--- config.mk ---
export PLATFORM = sky130hd
export DESIGN_NAME = wave_capture_scheduler
export DESIGN_NICKNAME = d
export VERILOG_FILES = /design/src/rtl/wave_capture_scheduler.sv
export SDC_FILE = /design/constraint.sdc
export NUM_CORES = 1
export LEC_CHECK = 0
export ABC_AREA = 1
export CORE_MARGIN = 2
export CORE_UTILIZATION = 55
export CTS_CLUSTER_SIZE = 30
export DETAILED_ROUTE_END_ITERATION = 10
export PLACE_DENSITY = 0.85
export SYNTH_ARGS = -nofsm -noshare
export SYNTH_HDL_FRONTEND = slang
export SYNTH_SLANG_ARGS = --single-unit
--- constraint.sdc ---
create_clock -name clk_sample -period 2.9 [get_ports clk_sample]
set_clock_uncertainty 0.05 [all_clocks]
set_input_delay 0.435 -clock clk_sample [delete_from_list [all_inputs] [get_ports clk_sample]]
set_output_delay 0.435 -clock clk_sample [all_outputs]
set_load 0.02 [all_outputs]
--- src/rtl/wave_capture_scheduler.sv ---
// Wave capture scheduler: ping-pong sample-buffer write sequencer with
// frame-synchronised bank swap, freeze control and windowed peak/level meter.
// Optional feature macro: WAVE_LEVEL_DECAY_EN (bar-graph level decays by one
// per window instead of following each window level directly).
module wave_capture_scheduler #(
    parameter int unsigned NSAMP = 640,
    parameter int unsigned WIN   = 40
) (
    input  logic       clk_sample,
    input  logic       reset,
    input  logic [9:0] wave_sample,
    input  logic       switch,
    input  logic       frame_sync,
    output logic       wr_en,
    output logic       wr_bank,
    output logic [9:0] wr_addr,
    output logic [9:0] wr_data,
    output logic       rd_bank,
    output logic       peak_valid,
    output logic [9:0] peak_value,
    output logic [3:0] level,
    output logic [1:0] state
);

    localparam int unsigned AW = 10;
    localparam int unsigned CW = (WIN > 1) ? $clog2(WIN) : 1;
    localparam logic [AW-1:0] LAST_ADDR = AW'(NSAMP - 1);
    localparam logic [CW-1:0] LAST_CNT  = CW'(WIN - 1);

    typedef enum logic [1:0] {
        IDLE      = 2'd0,
        FILL      = 2'd1,
        WAIT_SWAP = 2'd2,
        FROZEN    = 2'd3
    } state_t;

    state_t          st;
    logic [AW-1:0]   addr;
    logic [CW-1:0]   win_cnt;
    logic [9:0]      run_max;
    logic [9:0]      cur_max;
    logic [3:0]      win_level;

    assign state = st;

    // Running max including the current sample (so count WIN-1 sees its own sample)
    always_comb begin
        cur_max = run_max;
        if (wave_sample > run_max) begin
            cur_max = wave_sample;
        end
    end

    // Bar-graph level of the most recently closed window
    always_comb begin
        win_level = peak_value[8:5];
        if (peak_value[9]) begin
            win_level = 4'hF;
        end
    end

    // Capture FSM: write sequencing, bank swap on frame_sync, freeze handling
    always_ff @(posedge clk_sample) begin
        if (reset) begin
            st      <= IDLE;
            addr    <= '0;
            wr_en   <= 1'b0;
            wr_addr <= '0;
            wr_data <= '0;
            wr_bank <= 1'b0;
            rd_bank <= 1'b1;
        end else begin
            wr_en <= 1'b0;
            case (st)
                IDLE: begin
                    addr <= '0;
                    st   <= switch ? FROZEN : FILL;
                end
                FILL: begin
                    if (switch) begin
                        // abort: partial bank is discarded, display keeps old bank
                        addr <= '0;
                        st   <= FROZEN;
                    end else begin
                        wr_en   <= 1'b1;
                        wr_addr <= addr;
                        wr_data <= wave_sample;
                        if (addr == LAST_ADDR) begin
                            addr <= '0;
                            st   <= WAIT_SWAP;
                        end else begin
                            addr <= addr + AW'(1);
                        end
                    end
                end
                WAIT_SWAP: begin
                    // swap takes precedence over a simultaneous freeze request
                    if (frame_sync) begin
                        wr_bank <= ~wr_bank;
                        rd_bank <= ~rd_bank;
                        st      <= switch ? FROZEN : FILL;
                    end
                end
                FROZEN: begin
                    addr <= '0;
                    if (!switch) begin
                        st <= FILL;
                    end
                end
                default: begin
                    st <= IDLE;
                end
            endcase
        end
    end

    // Free-running peak window: max tracking, peak strobe and level update
    always_ff @(posedge clk_sample) begin
        if (reset) begin
            win_cnt    <= '0;
            run_max    <= '0;
            peak_valid <= 1'b0;
            peak_value <= '0;
            level      <= '0;
        end else begin
            peak_valid <= 1'b0;
            if (win_cnt == LAST_CNT) begin
                win_cnt    <= '0;
                run_max    <= '0;
                peak_value <= cur_max;
                peak_valid <= 1'b1;
            end else begin
                win_cnt <= win_cnt + CW'(1);
                run_max <= cur_max;
            end

            if (peak_valid) begin
`ifdef WAVE_LEVEL_DECAY_EN
                if (win_level >= level) begin
                    level <= win_level;
                end else begin
                    level <= level - 4'd1;
                end
`else
                level <= win_level;
`endif
            end
        end
    end

endmodule

==> impl_metrics.json <==
{
  "status": "finished clean",
  "cts.clk_slew.worst_paths_ns": 0.07,
  "grt_first_pass_wirelength_um": 10580,
  "cts-resized-gates": 0,
  "synth_seq_cells": 66,
  "postRouteAntennaNets": 0,
  "place_ws_ns": 0.5548,
  "grt_max_degree": 30,
  "yosysWarnings": 0,
  "final_cell_mix": "nand2_1 (78), dfxtp_1 (66), clkdlybuf4s50_1 (53)",
  "start_util_pct": 56.10,
  "port_buffers": 53,
  "r2r_start": "run_max[9]$_SDFF_PP0_",
  "rr_worst_depth": 10,
  "synth_cell_types": 29,
  "post-route-period-util_pct": 71.39,
  "min_from": "win_cnt[0]$_SDFF_PP0_",
  "dpl.cell_count": 493,
  "fin_util_pct": 72.13,
  "fmax_ghz": 0.4830,
  "clock-sinks": 66,
  "via_per_inst": 5.169,
  "cts_root_buffer": "clkbuf_8",
  "crit_start": "wave_sample[9]",
  "instances_no_fill": 509,
  "p_leak_nw": 1.617,
  "setup_slack_ns": 0.8296,
  "cp_max_fo": 10,
  "drive_gt1_share_pct": 6.606,
  "synthFlopType": "dfxtp_1",
  "synth_area_per_cell_um2": 7.524,
  "min_period_ns": 2.070,
  "cap_violations": 0,
  "dr.first_iter.drc_count": 162,
  "min_path_type": "reg -> reg",
  "seq_area_frac_synth_pct": 46.70,
  "critical_path_class": "in -> reg",
  "p_per_area_nw_per_um2": 631.8,
  "wl_um": 6466,
  "end_kind": "register",
  "wl_per_cell_um": 12.70,
  "drtPass1Iterations": 7,
  "cts_buffers": 9,
  "cp.arrival_ns": 2.30,
  "synth_edf_count": 0,
  "synth_area_um2": 2829,
  "ir_worst_vdd_uv": 318.8,
  "antenna_found_initial": 0,
  "slowest_delay_ns": 0.42,
  "cp_slowest_cell": "clkdlybuf4s50_1",
  "die_area_um2": 5734,
  "clockBufferDepth": 2,
  "rsz0062_at_grt": "false",
  "tns_ns": 0,
  "area_growth_pct": 28.57,
  "synth_nets": 405,
  "vias": 2631,
  "overflow": 0,
  "post_cts_buffers": 0,
  "antenna_cells": 0,
  "holdWs_ns": 0.4037,
  "final-max-slew-violation-count": 0,
  "final-setup-viol-count": 0,
  "relSlewSlack_pct": 45.92,
  "rows": 26,
  "grt_pass1_vias": 2414,
  "whs_path_depth": 1,
  "hold_buffers": 0,
  "finalHoldViolCount": 0,
  "boundaryPins": 54,
  "required_ns": 3.13,
  "finalPower_mw": 2.298,
  "insertion_delay_ns": 0.35,
  "cts_tree": "yes",
  "cp-start-kind": "input port",
  "coreArea_um2": 5042,
  "die-height_um": 75.72,
  "tightestPinTransition_ns": 0.8083,
  "worstPathCellList": "clkdlybuf4s50_1 -> ha_1 -> nand2_1 -> nor2_1 -> nand3_1 -> nand3_1 -> nand2_2 -> nand2_1 -> nand3_1 -> nand2_1",
  "netlist_instances": 376,
  "h-tree-depth": 3,
  "hpwl_um": 4511,
  "place_area_um2": 3433,
  "place.gp.congestion": 0.9211,
  "final_nets": 463,
  "fp.dieW_um": 75.72,
  "gr-usage-all-layers_pct": 24.48,
  "finalInstanceArea_um2": 3637,
  "final_common_cell": "nand2_1",
  "drc_errors": 0,
  "synthArstFlopShare_pct": 0
}
logic make-up after synthesis:
logic type               after synthesis  share of synthesized area (%)
flip-flops                            66                          46.71
AO/OA/AOI/OAI                         58                          10.66
XOR/XNOR                               3                         0.9290
adder cells (fa/ha/maj)               15                          6.634
AND/OR/NAND/NOR                      175                          26.80
buffers and inverters                 59                          8.271
worst max-delay path: cells and delay by family:
family | cells | cell delay (ns)
buf+inv | 1 | 0.42
fa+ha+maj | 1 | 0.30
simple gates | 8 | 1.12
state kept, by name, summed over array words and instances, names as in the netlist:
register	cells
level	4
wr_data	10
addr	10
peak_valid	1
peak_value	10
win_cnt	6
rd_bank	1
state	2
wr_addr	10
wr_bank	1
run_max	10
wr_en	1
metal layers:
metal  up-vias  GRT usage [%]  part of all wire (%)
li1       1321              -                     -
met1      1204          29.19                    42
met2        89          42.71                    50
met3        17          5.423                   5.6
met4         0          9.747                   2.1
met5         -              0                     0
layout make-up:
cell class	count	area [um2]
Multi-Input combinational cell	251	1276
Tap cell	70	87.58
Sequential cell	66	1321
Timing Repair Buffer	58	568.0
Inverter	48	180.2
Fill cell	395	1405
Clock buffer	10	137.6
Clock inverter	6	66.31
power breakdown:
group	total [mW]	switching [mW]	internal, mW
Combinational	0.495	0.303	0.192
Sequential	1.02	0.0368	0.979
Clock	0.787	0.368	0.420
synthesized netlist by cell type, types with 2 or more instances:
library cell / number / area share, %
dfxtp_1: 66 / 47
nor3_1: 6 / 1.1
nor3b_1: 3 / 0.80
xor2_1: 3 / 0.93
nand2_2: 2 / 0.44
o21ai_0: 26 / 4.6
inv_1: 46 / 6.1
clkbuf_1: 3 / 0.40
a21oi_1: 27 / 4.8
ha_1: 15 / 6.6
nand2_1: 78 / 10
buf_2: 5 / 0.88
nor2_1: 50 / 6.6
nand3_1: 29 / 5.1
clkbuf_2: 2 / 0.35
a211oi_1: 2 / 0.53
path summary, 6_finish.rpt:
| check | to | slack [ns] |
|---|---|---|
| max | peak_value[8]$_SDFFE_PP0P_ | 0.83 |
| min | win_cnt[0]$_SDFF_PP0_ | 0.40 |
| max reg2reg | peak_value[8]$_SDFFE_PP0P_ | 0.99 |
| min reg2reg | win_cnt[0]$_SDFF_PP0_ | 0.40 |
(Power assumes the default switching activity.)
